[src/rtl/fetch_if.sv]
// Signal bundle between the fetch stage, instruction memory and decode.
interface fetch_if;
  typedef struct packed {
    logic [31:0] inst_a;
    logic [31:0] inst_b;
    logic [31:0] pc_a;
    logic [31:0] pc_b;
  } fetch_decode;

  logic        stall;
  logic        redirect_valid;
  logic [31:0] redirect_pc;
  logic        imem_req_valid;
  logic        imem_req_ready;
  logic [31:0] imem_req_addr;
  logic        imem_resp_valid;
  logic [63:0] imem_resp_data;
  fetch_decode fd_reg;
  logic        fd_valid;

  modport master (
    input  stall, redirect_valid, redirect_pc,
    input  imem_req_ready, imem_resp_valid, imem_resp_data,
    output imem_req_valid, imem_req_addr, fd_reg, fd_valid
  );

  modport slave (
    output stall, redirect_valid, redirect_pc,
    output imem_req_ready, imem_resp_valid, imem_resp_data,
    input  imem_req_valid, imem_req_addr, fd_reg, fd_valid
  );
endinterface

[src/rtl/fetch.sv]
// Dual-issue fetch stage: walks the PC, issues 8-byte line requests, buffers
// in-order responses with their PCs and presents instruction pairs to decode.
module fetch #(
  parameter logic [31:0] RESET_PC = 32'h0000_0000,
  parameter int          QDEPTH   = 4
) (
  input  logic    clk,
  input  logic    reset,
  fetch_if.master bus
);
  localparam int          PW  = $clog2(QDEPTH);
  localparam int          CW  = PW + 1;
  localparam logic [CW:0] CAP = (CW + 1)'(QDEPTH);

  logic [31:0]       pc_r;
  logic [31:0]       tag_pc_r [QDEPTH];
  logic [QDEPTH-1:0] tag_kill_r;
  logic [PW-1:0]     tag_wp_r;
  logic [PW-1:0]     tag_rp_r;
  logic [CW-1:0]     tag_cnt_r;
  logic [127:0]      buf_r [QDEPTH];
  logic [PW-1:0]     buf_wp_r;
  logic [PW-1:0]     buf_rp_r;
  logic [CW-1:0]     buf_cnt_r;

  logic [CW:0]   occ_s;
  logic          req_valid_s;
  logic          accept_s;
  logic          tag_pop_s;
  logic          head_kill_s;
  logic          buf_push_s;
  logic          buf_pop_s;
  logic [31:0]   head_pc_s;
  logic [31:0]   pc_next_s;
  logic [127:0]  entry_s;

  // Credit check, handshake strobes and the buffer entry built from a response.
  always_comb begin
    occ_s = {1'b0, tag_cnt_r} + {1'b0, buf_cnt_r};
    if (!reset && !bus.redirect_valid && (occ_s < CAP)) begin
      req_valid_s = 1'b1;
    end else begin
      req_valid_s = 1'b0;
    end
    accept_s    = req_valid_s & bus.imem_req_ready;
    tag_pop_s   = bus.imem_resp_valid & (tag_cnt_r != {CW{1'b0}});
    head_pc_s   = tag_pc_r[tag_rp_r];
    // A same-cycle redirect kills the head being popped as well.
    head_kill_s = tag_kill_r[tag_rp_r] | bus.redirect_valid;
    buf_push_s  = tag_pop_s & ~head_kill_s;
    buf_pop_s   = ~bus.redirect_valid & ~bus.stall & (buf_cnt_r != {CW{1'b0}});
    if (pc_r[2]) begin
      pc_next_s = pc_r + 32'd4;
    end else begin
      pc_next_s = pc_r + 32'd8;
    end
    if (head_pc_s[2]) begin
      entry_s = {bus.imem_resp_data[63:32], 32'h0000_0000, head_pc_s, head_pc_s + 32'd4};
    end else begin
      entry_s = {bus.imem_resp_data[31:0], bus.imem_resp_data[63:32], head_pc_s, head_pc_s + 32'd4};
    end
  end

  assign bus.imem_req_valid = req_valid_s;
  assign bus.imem_req_addr  = {pc_r[31:3], 3'b000};

  // Program counter: redirect target, sequential advance on acceptance, or hold.
  always_ff @(posedge clk or posedge reset) begin
    if (reset) begin
      pc_r <= RESET_PC;
    end else if (bus.redirect_valid) begin
      pc_r <= bus.redirect_pc;
    end else if (accept_s) begin
      pc_r <= pc_next_s;
    end else begin
      pc_r <= pc_r;
    end
  end

  // Tag queue pointers, occupancy and kill flags.
  always_ff @(posedge clk or posedge reset) begin
    if (reset) begin
      tag_wp_r   <= {PW{1'b0}};
      tag_rp_r   <= {PW{1'b0}};
      tag_cnt_r  <= {CW{1'b0}};
      tag_kill_r <= {QDEPTH{1'b0}};
    end else begin
      if (accept_s) begin
        tag_wp_r <= tag_wp_r + PW'(1'b1);
      end
      if (tag_pop_s) begin
        tag_rp_r <= tag_rp_r + PW'(1'b1);
      end
      case ({accept_s, tag_pop_s})
        2'b10:   tag_cnt_r <= tag_cnt_r + CW'(1'b1);
        2'b01:   tag_cnt_r <= tag_cnt_r - CW'(1'b1);
        default: tag_cnt_r <= tag_cnt_r;
      endcase
      if (bus.redirect_valid) begin
        tag_kill_r <= {QDEPTH{1'b1}};
      end else if (accept_s) begin
        tag_kill_r[tag_wp_r] <= 1'b0;
      end else begin
        tag_kill_r <= tag_kill_r;
      end
    end
  end

  // Response buffer pointers and occupancy; a redirect empties it.
  always_ff @(posedge clk or posedge reset) begin
    if (reset) begin
      buf_wp_r  <= {PW{1'b0}};
      buf_rp_r  <= {PW{1'b0}};
      buf_cnt_r <= {CW{1'b0}};
    end else if (bus.redirect_valid) begin
      buf_wp_r  <= {PW{1'b0}};
      buf_rp_r  <= {PW{1'b0}};
      buf_cnt_r <= {CW{1'b0}};
    end else begin
      if (buf_push_s) begin
        buf_wp_r <= buf_wp_r + PW'(1'b1);
      end
      if (buf_pop_s) begin
        buf_rp_r <= buf_rp_r + PW'(1'b1);
      end
      case ({buf_push_s, buf_pop_s})
        2'b10:   buf_cnt_r <= buf_cnt_r + CW'(1'b1);
        2'b01:   buf_cnt_r <= buf_cnt_r - CW'(1'b1);
        default: buf_cnt_r <= buf_cnt_r;
      endcase
    end
  end

  // Queue payload storage; occupancy counters decide which slots are live.
  always_ff @(posedge clk) begin
    if (accept_s) begin
      tag_pc_r[tag_wp_r] <= pc_r;
    end
    if (buf_push_s) begin
      buf_r[buf_wp_r] <= entry_s;
    end
  end

  // Decode-facing pipeline register.
  always_ff @(posedge clk or posedge reset) begin
    if (reset) begin
      bus.fd_reg   <= 128'h0;
      bus.fd_valid <= 1'b0;
    end else if (bus.redirect_valid) begin
      bus.fd_reg   <= 128'h0;
      bus.fd_valid <= 1'b0;
    end else if (bus.stall) begin
      bus.fd_reg   <= bus.fd_reg;
      bus.fd_valid <= bus.fd_valid;
    end else if (buf_pop_s) begin
      bus.fd_reg   <= buf_r[buf_rp_r];
      bus.fd_valid <= 1'b1;
    end else begin
      bus.fd_reg   <= 128'h0;
      bus.fd_valid <= 1'b0;
    end
  end
endmodule

[src/flat_wrapper.sv]
// flat-port wrapper written by rule: the top's interface ports become plain ports
module fetch_flat 
#(
  parameter logic [31:0] RESET_PC = 32'h0000_0000,
  parameter int          QDEPTH   = 4
)
  (clk, reset, bus_stall, bus_redirect_valid, bus_redirect_pc, bus_imem_req_ready, bus_imem_resp_valid, bus_imem_resp_data, bus_imem_req_valid, bus_imem_req_addr, bus_fd_reg, bus_fd_valid);
  fetch_if bus_i ();
  input  logic clk;
  input  logic reset;
  input wire logic [$bits(bus_i.stall)-1:0] bus_stall;
  input wire logic [$bits(bus_i.redirect_valid)-1:0] bus_redirect_valid;
  input wire logic [$bits(bus_i.redirect_pc)-1:0] bus_redirect_pc;
  input wire logic [$bits(bus_i.imem_req_ready)-1:0] bus_imem_req_ready;
  input wire logic [$bits(bus_i.imem_resp_valid)-1:0] bus_imem_resp_valid;
  input wire logic [$bits(bus_i.imem_resp_data)-1:0] bus_imem_resp_data;
  output wire logic [$bits(bus_i.imem_req_valid)-1:0] bus_imem_req_valid;
  output wire logic [$bits(bus_i.imem_req_addr)-1:0] bus_imem_req_addr;
  output wire logic [$bits(bus_i.fd_reg)-1:0] bus_fd_reg;
  output wire logic [$bits(bus_i.fd_valid)-1:0] bus_fd_valid;
  assign bus_i.stall = bus_stall;
  assign bus_i.redirect_valid = bus_redirect_valid;
  assign bus_i.redirect_pc = bus_redirect_pc;
  assign bus_i.imem_req_ready = bus_imem_req_ready;
  assign bus_i.imem_resp_valid = bus_imem_resp_valid;
  assign bus_i.imem_resp_data = bus_imem_resp_data;
  assign bus_imem_req_valid = bus_i.imem_req_valid;
  assign bus_imem_req_addr = bus_i.imem_req_addr;
  assign bus_fd_reg = bus_i.fd_reg;
  assign bus_fd_valid = bus_i.fd_valid;
  fetch #(.RESET_PC(RESET_PC), .QDEPTH(QDEPTH)) u_core (.clk(clk), .reset(reset), .bus(bus_i));
endmodule
[config.mk]
export PLATFORM = sky130hd
export DESIGN_NAME = fetch_flat
export DESIGN_NICKNAME = d
export VERILOG_FILES = /design/src/rtl/fetch_if.sv /design/src/rtl/fetch.sv /design/src/flat_wrapper.sv
export SDC_FILE = /design/constraint.sdc
export NUM_CORES = 1
export LEC_CHECK = 0
export ABC_AREA = 1
export BUFFER_PORTS_ARGS = -buffer_cell sky130_fd_sc_hd__buf_2
export CELL_PAD_IN_SITES_DETAIL_PLACEMENT = 2
export CELL_PAD_IN_SITES_GLOBAL_PLACEMENT = 2
export CORE_MARGIN = 2
export CORE_UTILIZATION = 36
export DETAILED_ROUTE_END_ITERATION = 8
export HOLD_SLACK_MARGIN = 0.15
export PLACE_DENSITY = 0.73
export SLEW_MARGIN = 20
export SYNTH_ARGS = -nofsm -noshare
export SYNTH_HDL_FRONTEND = slang
export SYNTH_SLANG_ARGS = --single-unit
[constraint.sdc]
create_clock -name clk -period 7.2 [get_ports clk]
set_input_delay 0.72 -clock clk [delete_from_list [all_inputs] [get_ports clk]]
set_output_delay 0.72 -clock clk [all_outputs]
set_load 0.005 [all_outputs]
==> impl_metrics.env, run 1 <==
export IMPL_status="complete, no violations"
export IMPL_avgSynthCellArea_um2=11.3
export IMPL_grt_max_degree=224
export IMPL_io_pins=264
export IMPL_hold_viol=0
export IMPL_grt_pass1_vias=27244
export IMPL_cts_tree="built"
export IMPL_p_leak_nw=16.4
export IMPL_ys_types=42
export IMPL_portBuffers=260
export IMPL_crit_arrival_ps=3960
export IMPL_grt_busiest_layer="met2"
export IMPL_max_cap_violations=0
export IMPL_timing_rr_start="u_core.tag_rp_r[0]"
export IMPL_cts_resized=0
export IMPL_worst_pin_slew_ps=1110
export IMPL_clkSinkCount=809
export IMPL_rsz0062_at_grt="no"
export IMPL_critPathBufInv=4
export IMPL_hpwlAfterDp_um=66800
export IMPL_grt_pass1_wl_um=169000
export IMPL_rows=112
export IMPL_min_from="bus_redirect_pc[2]"
export IMPL_clockBufferDepth=3
export IMPL_gr_usage_met1_pct=28.7
export IMPL_vdd_drop_max_v=0.000225
export IMPL_drive_gt1_share_pct=14.7
export IMPL_critPathRequiredTime_ps=7560
export IMPL_setup_worst_path_class="register to register"
export IMPL_r2r_end="u_core.buf_r[0][24]"
export IMPL_grt_ovfl_total=0
export IMPL_path_max_fanout=70
export IMPL_antenna_left=0
export IMPL_synth_top_area_share_pct=56.0
export IMPL_hold_worst_slack_ps=269
export IMPL_dieArea_um2=96600
export IMPL_rr_worst_depth=13
export IMPL_core_um2=93300
export IMPL_final_cell_mix="nand2_1, edfxtp_1, a21oi_1"
export IMPL_vias=24138
export IMPL_cp_start_kind="register"
export IMPL_fin_crit_ps=3600
export IMPL_start_util_pct=36.3
export IMPL_powerDensity_nw_per_um2=348
export IMPL_dr_pass1_iters=5
export IMPL_yosysTopAreaCell="edfxtp_1"
export IMPL_routabilityCongestion=0.841
export IMPL_die_w_um=311
export IMPL_final_common_cell="nand2_1"
export IMPL_critPathTopFamily="buffers and inverters"
export IMPL_fmax_mhz=278
export IMPL_dr_first_iter_drc_count=1505
export IMPL_fin_setup_tns_ps=0
export IMPL_grtUsageMet3_pct=2.85
export IMPL_drc=0
export IMPL_skew_ps=31.3
export IMPL_antenna_found_initial=1
export IMPL_cp_end_kind="register"
export IMPL_ys_ff_latch=809
export IMPL_largest_reg_flops=504
export IMPL_antenna_cells=0
export IMPL_ff2ff_setup_slack_ps=3600
export IMPL_cts_root_buf="clkbuf_16"
export IMPL_drv_slew=0
export IMPL_vias_per_cell=5.37
export IMPL_synth_area_top_cells="edfxtp_1, dfrtp_1, nand2_1, a21oi_1, a221o_1"
export IMPL_syn_inst=2988
export IMPL_slew_headroom_pct=25.9
export IMPL_fin_nets=3280
export IMPL_wl_um=111000
export IMPL_clkLatencyLatePin_ps=670
export IMPL_wl_per_cell_um=24.8
export IMPL_grt_usage_pct=22.8
export IMPL_syn_cell_area_um2=33900
export IMPL_fin_crit_sh_pct=50.0
export IMPL_critPathMaxStageDelay_ps=680
export IMPL_cts_buffers=89
export IMPL_htree_levels=3
export IMPL_clkSlewWorstSetupHoldPaths_ps=60
export IMPL_hold_end="u_core.pc_r[2]"
export IMPL_slowest_stage="inv_2"
export IMPL_setup_viol=0
export IMPL_areaGrowthSynthToFinish_pct=15.1
export IMPL_met2_usage_pct=40.8
export IMPL_die_h_um=311
export IMPL_seq_area_frac_synth_pct=69.1
export IMPL_yosysWarnings=0
export IMPL_whs_path_depth=3
export IMPL_hp_class="input pin to register"
export IMPL_path_cells="buf_4, nand2_1, nand3_1, nand2_2, inv_2, ha_1, inv_1, nor2_2, nand3_1, inv_1, nand3_1, nand2_1, nand2_1"
==> through the flow <==
stage / cell area (µm²) / worst slack [ps] / power (mW) / util (%) / instances
final: 39000 / 3600 / 13.6 / 41.8 / 4493
after global routing: 39000 / 3230 / 14.2 / 41.8 / 4493
after CTS: 39000 / 3530 / 13.7 / 41.8 / 4492
after detailed placement: 36100 / 3270 / 9.16 / 38.7 / 4324
after global placement: 36100 / 3380 / 8.93 / 38.7 / 4324
after floorplan: 33900 / 57.3 / 7.97 / - / 2990
==> Yosys cell counts <==
library cell and count:
and2_1 1, a221o_1 126, inv_2 5, a21oi_1 260
or2_0 1, a31oi_1 1, o21ai_0 63, nand2_2 17
nand3_2 3, nor2_1 128, edfxtp_1 632, clkbuf_1 112
a22oi_1 1, or2_2 2, xnor2_1 2, inv_4 1
nor4_1 1, a31oi_2 1, nand2_1 871, fa_1 2
nor2_2 12, o22ai_1 2, nor2_4 1, xor2_1 30
nor3_1 11, nand4_1 13, buf_2 35, nand3_1 235
o21bai_1 3, dfrtp_1 177, buf_4 39, buf_1 15
ha_1 13, nor3b_1 2, nor3_2 1, a32oi_1 1
o211ai_1 9, nand2_4 1, inv_1 145, buf_6 7
o221ai_1 5, conb_1 1
==> power by group <==
part	total, mW	internal, mW	leakage (nW)	switching, mW
sequential	6.07	5.87	8.10	0.202
clock	4.47	2.54	1.39	1.93
combinational	3.02	0.623	6.91	2.40
==> repair_timing <==
item / 4_1_cts / 5_1_grt
hold endpoints to repair: 21 / 0
endpoints found under the setup margin: 0 / 0
hold buffers: 1 / 0
buffers inserted: 0 / 0
==> worst max-delay path by stage <==
stage                                   from                     to  slack, ps  depth (start not counted)
final                     u_core.tag_rp_r[0]    u_core.buf_r[0][24]       3600                         13
after global routing      u_core.tag_rp_r[0]    u_core.buf_r[3][20]       3230                         13
after CTS                 u_core.tag_rp_r[0]    u_core.buf_r[0][24]       3530                         13
after detailed placement  bus_redirect_valid    u_core.buf_cnt_r[0]       3270                          8
after global placement    bus_redirect_valid  u_core.bus.fd_reg[12]       3380                          7
after floorplan           bus_redirect_valid   u_core.buf_r[0][100]         60                          5
==> final cells by class <==
class | count | area [µm²]
tap | 1254 | 1570
sequential | 809 | 23400
timing repair buffer | 290 | 1640
fill | 9720 | 54300
inverter | 151 | 587
multi-input combinational | 1822 | 8960
clock inverter | 34 | 334
clock buffer | 133 | 2500
==> logic make-up (layout without fill, tap and decap cells) <==
family                     after synthesis  in the layout  synth area share (%)
and+or+nand+nor                       1300           1300                  15.8
DFF                                    809            809                  69.1
AOI/OAI and AO/OA                      472            472                  9.02
buffers and inverters                  359            608                  4.70
xor gates and xnor gates                32             32                 0.827
adders and majority gates               15             15                 0.598
other                                    1              3                0.0111
==> worst register-to-register path, cell delays in order, from the launching register on <==
cell and delay [ps]:
dfrtp_2 380, buf_4 600, nand2_1 130, nand3_1 140
nand2_2 70, inv_2 680, ha_1 330, inv_1 70
nor2_2 190, nand3_1 190, inv_1 120, nand3_1 100
nand2_1 100, nand2_1 170
==> layer usage <==
| layer | part of all wire, % | vias up |
|---|---|---|
| li1 | - | 10795 |
| met5 | 0 | - |
| met1 | 43 | 12650 |
| met4 | 2.7 | 0 |
| met3 | 3.4 | 164 |
| met2 | 51 | 529 |
(Power assumes the default switching activity.)
==> run 2: changes to the inputs <==
- clock period: 7.2 -> 3.3 ns (I/O delays scaled with it)
==> impl_metrics.env, run 2 (same netlist as run 1, synthesis figures left out) <==
export IMPL_status="complete, no violations"
export IMPL_grt_pass1_wl_um=171000
export IMPL_setup_worst_path_class="register to register"
export IMPL_vias=24463
export IMPL_rsz0062_at_grt="no"
export IMPL_cts_tree="built"
export IMPL_cp_start_kind="register"
export IMPL_cts_buffers=89
export IMPL_die_w_um=311
export IMPL_portBuffers=260
export IMPL_core_um2=93300
export IMPL_wl_um=112000
export IMPL_htree_levels=3
export IMPL_routabilityCongestion=0.863
export IMPL_placed_area_um2=36400
export IMPL_drv_slew=0
export IMPL_worst_pin_slew_ps=851
export IMPL_hpwlAfterDp_um=67900
export IMPL_largest_reg_flops=504
export IMPL_io_pins=264
export IMPL_critPathRequiredTime_ps=3850
export IMPL_dieArea_um2=96600
export IMPL_fin_crit_ps=2870
export IMPL_final_common_cell="nand2_1"
export IMPL_antenna_found_initial=2
export IMPL_dr_first_iter_drc_count=1712
export IMPL_hold_viol=0
export IMPL_dp_slack_ps=437
export IMPL_cts_setup_buffers=0
export IMPL_grt_ovfl_total=0
export IMPL_vias_per_cell=5.32
export IMPL_fmax_mhz=348
export IMPL_fin_nets=3384
export IMPL_crit_arrival_ps=3420
export IMPL_start_util_pct=36.3
export IMPL_dr_pass1_iters=7
export IMPL_clkLatencyLatePin_ps=680
export IMPL_path_max_fanout=33
export IMPL_areaGrowthSynthToFinish_pct=18.8
export IMPL_cp_end_kind="register"
export IMPL_die_h_um=311
export IMPL_skew_ps=31.9
export IMPL_clkSlewWorstSetupHoldPaths_ps=70
export IMPL_wl_per_cell_um=24.3
export IMPL_clockBufferDepth=3
export IMPL_cts_resized=0
export IMPL_fin_crit_sh_pct=87.1
export IMPL_fin_area_um2=40300
export IMPL_grt_pass1_vias=27991
export IMPL_p_leak_nw=16.9
export IMPL_slew_headroom_pct=42.6
export IMPL_clkSinkCount=809
export IMPL_layout_filler_cells=9660
export IMPL_max_cap_violations=0
export IMPL_grt_max_degree=140
export IMPL_final_cell_mix="nand2_1, edfxtp_1, a21oi_1"
export IMPL_vdd_drop_max_v=0.000482
export IMPL_grt_usage_pct=23.0
export IMPL_drive_gt1_share_pct=14.9
export IMPL_antenna_left=0
export IMPL_setup_viol=0
export IMPL_cts_root_buf="clkbuf_16"
export IMPL_hp_class="input pin to register"
export IMPL_layout_setup_ws_ps=426
export IMPL_rows=112
export IMPL_drc=0
export IMPL_powerDensity_nw_per_um2=754
[run 2: cell types whose count changed in the layout (fill, tap and decap cells not counted), moves of 2 or more]
cell,change
clkbuf_1,-10
buf_4,+9
bufinv_16,+5
inv_6,-2
clkinv_2,-4
buf_12,+12
clkbuf_16,+2
clkinvlp_4,+5
inv_16,-3
dlygate4sd3_1,+84
clkinv_1,+9
clkbuf_8,-2
clkinv_8,+2
[run 2: path summary, 6_finish.rpt]
kind                                        startpoint                     end  slack (ps)  cells past startpoint
worst max-delay path                u_core.tag_rp_r[1]     u_core.buf_cnt_r[2]         430                     11
worst min-delay path            bus_imem_resp_data[22]    u_core.buf_r[3][118]         180                      3
worst max register to register      u_core.tag_rp_r[1]     u_core.buf_cnt_r[2]         430                     11
worst min register to register  u_core.bus.fd_reg[100]  u_core.bus.fd_reg[100]         510                      2
max in group asynchronous                        reset   u_core.bus.fd_reg[18]        2170                      4
min in group asynchronous                        reset    u_core.tag_kill_r[2]         350                      4
[run 2: area by class of cell]
class	count	area [µm²]	share of cell area, %
Clock inverter	44	474	1.18
Tap cell	1254	1570	3.90
Sequential cell	809	23400	58.2
Clock buffer	123	2490	6.18
Multi-Input combinational cell	1822	8970	22.3
Inverter	151	583	1.45
Timing Repair Buffer	394	2760	6.86
Antenna cell	1	2.50	0.00622
[run 2: stage by stage]
step / utilization, % / std cells / power, mW / setup TNS [ps] / hold slack (ps)
4_1_cts: 43.1 / 4597 / 30.5 / 0 / 153
2_1_floorplan: - / 2990 / 17.4 / -538430 / 447
3_5_place_dp: 39.1 / 4345 / 20.2 / 0 / 493
5_1_grt: 43.1 / 4598 / 31.6 / 0 / 172
6_report: 43.1 / 4598 / 30.3 / 0 / 176
3_3_place_gp: 39.1 / 4345 / 19.7 / 0 / 490
[run 2: repair_timing]
action | in CTS | in global routing
hold buffers | 85 | 0
setup endpoints to repair | 0 | 0
endpoints found under the hold margin | 428 | 0
[run 2: layer usage]
layer / track usage, % / up-vias / wire length [µm]
met2: 41.2 / 562 / 57600
met5: 0 / - / 0
met1: 28.4 / 12728 / 46700
li1: - / 10987 / -
met3: 2.76 / 186 / 4120
met4: 8.47 / 0 / 3530
[run 2: critical path, stage by stage (launching register included)]
cell	delay (ps)
dfrtp_1	390
inv_2	500
nand3_1	240
nand2_2	150
nand3_4	180
nand2_1	270
inv_1	90
fa_1	380
xnor2_1	150
or2_0	250
nand3_1	100
nand2_1	60
[run 2: power by group]
part | switching [mW] | leakage, nW | internal, mW
Sequential | 0.411 | 8.10 | 12.8
Clock | 4.24 | 1.43 | 5.91
Combinational | 5.41 | 7.40 | 1.58
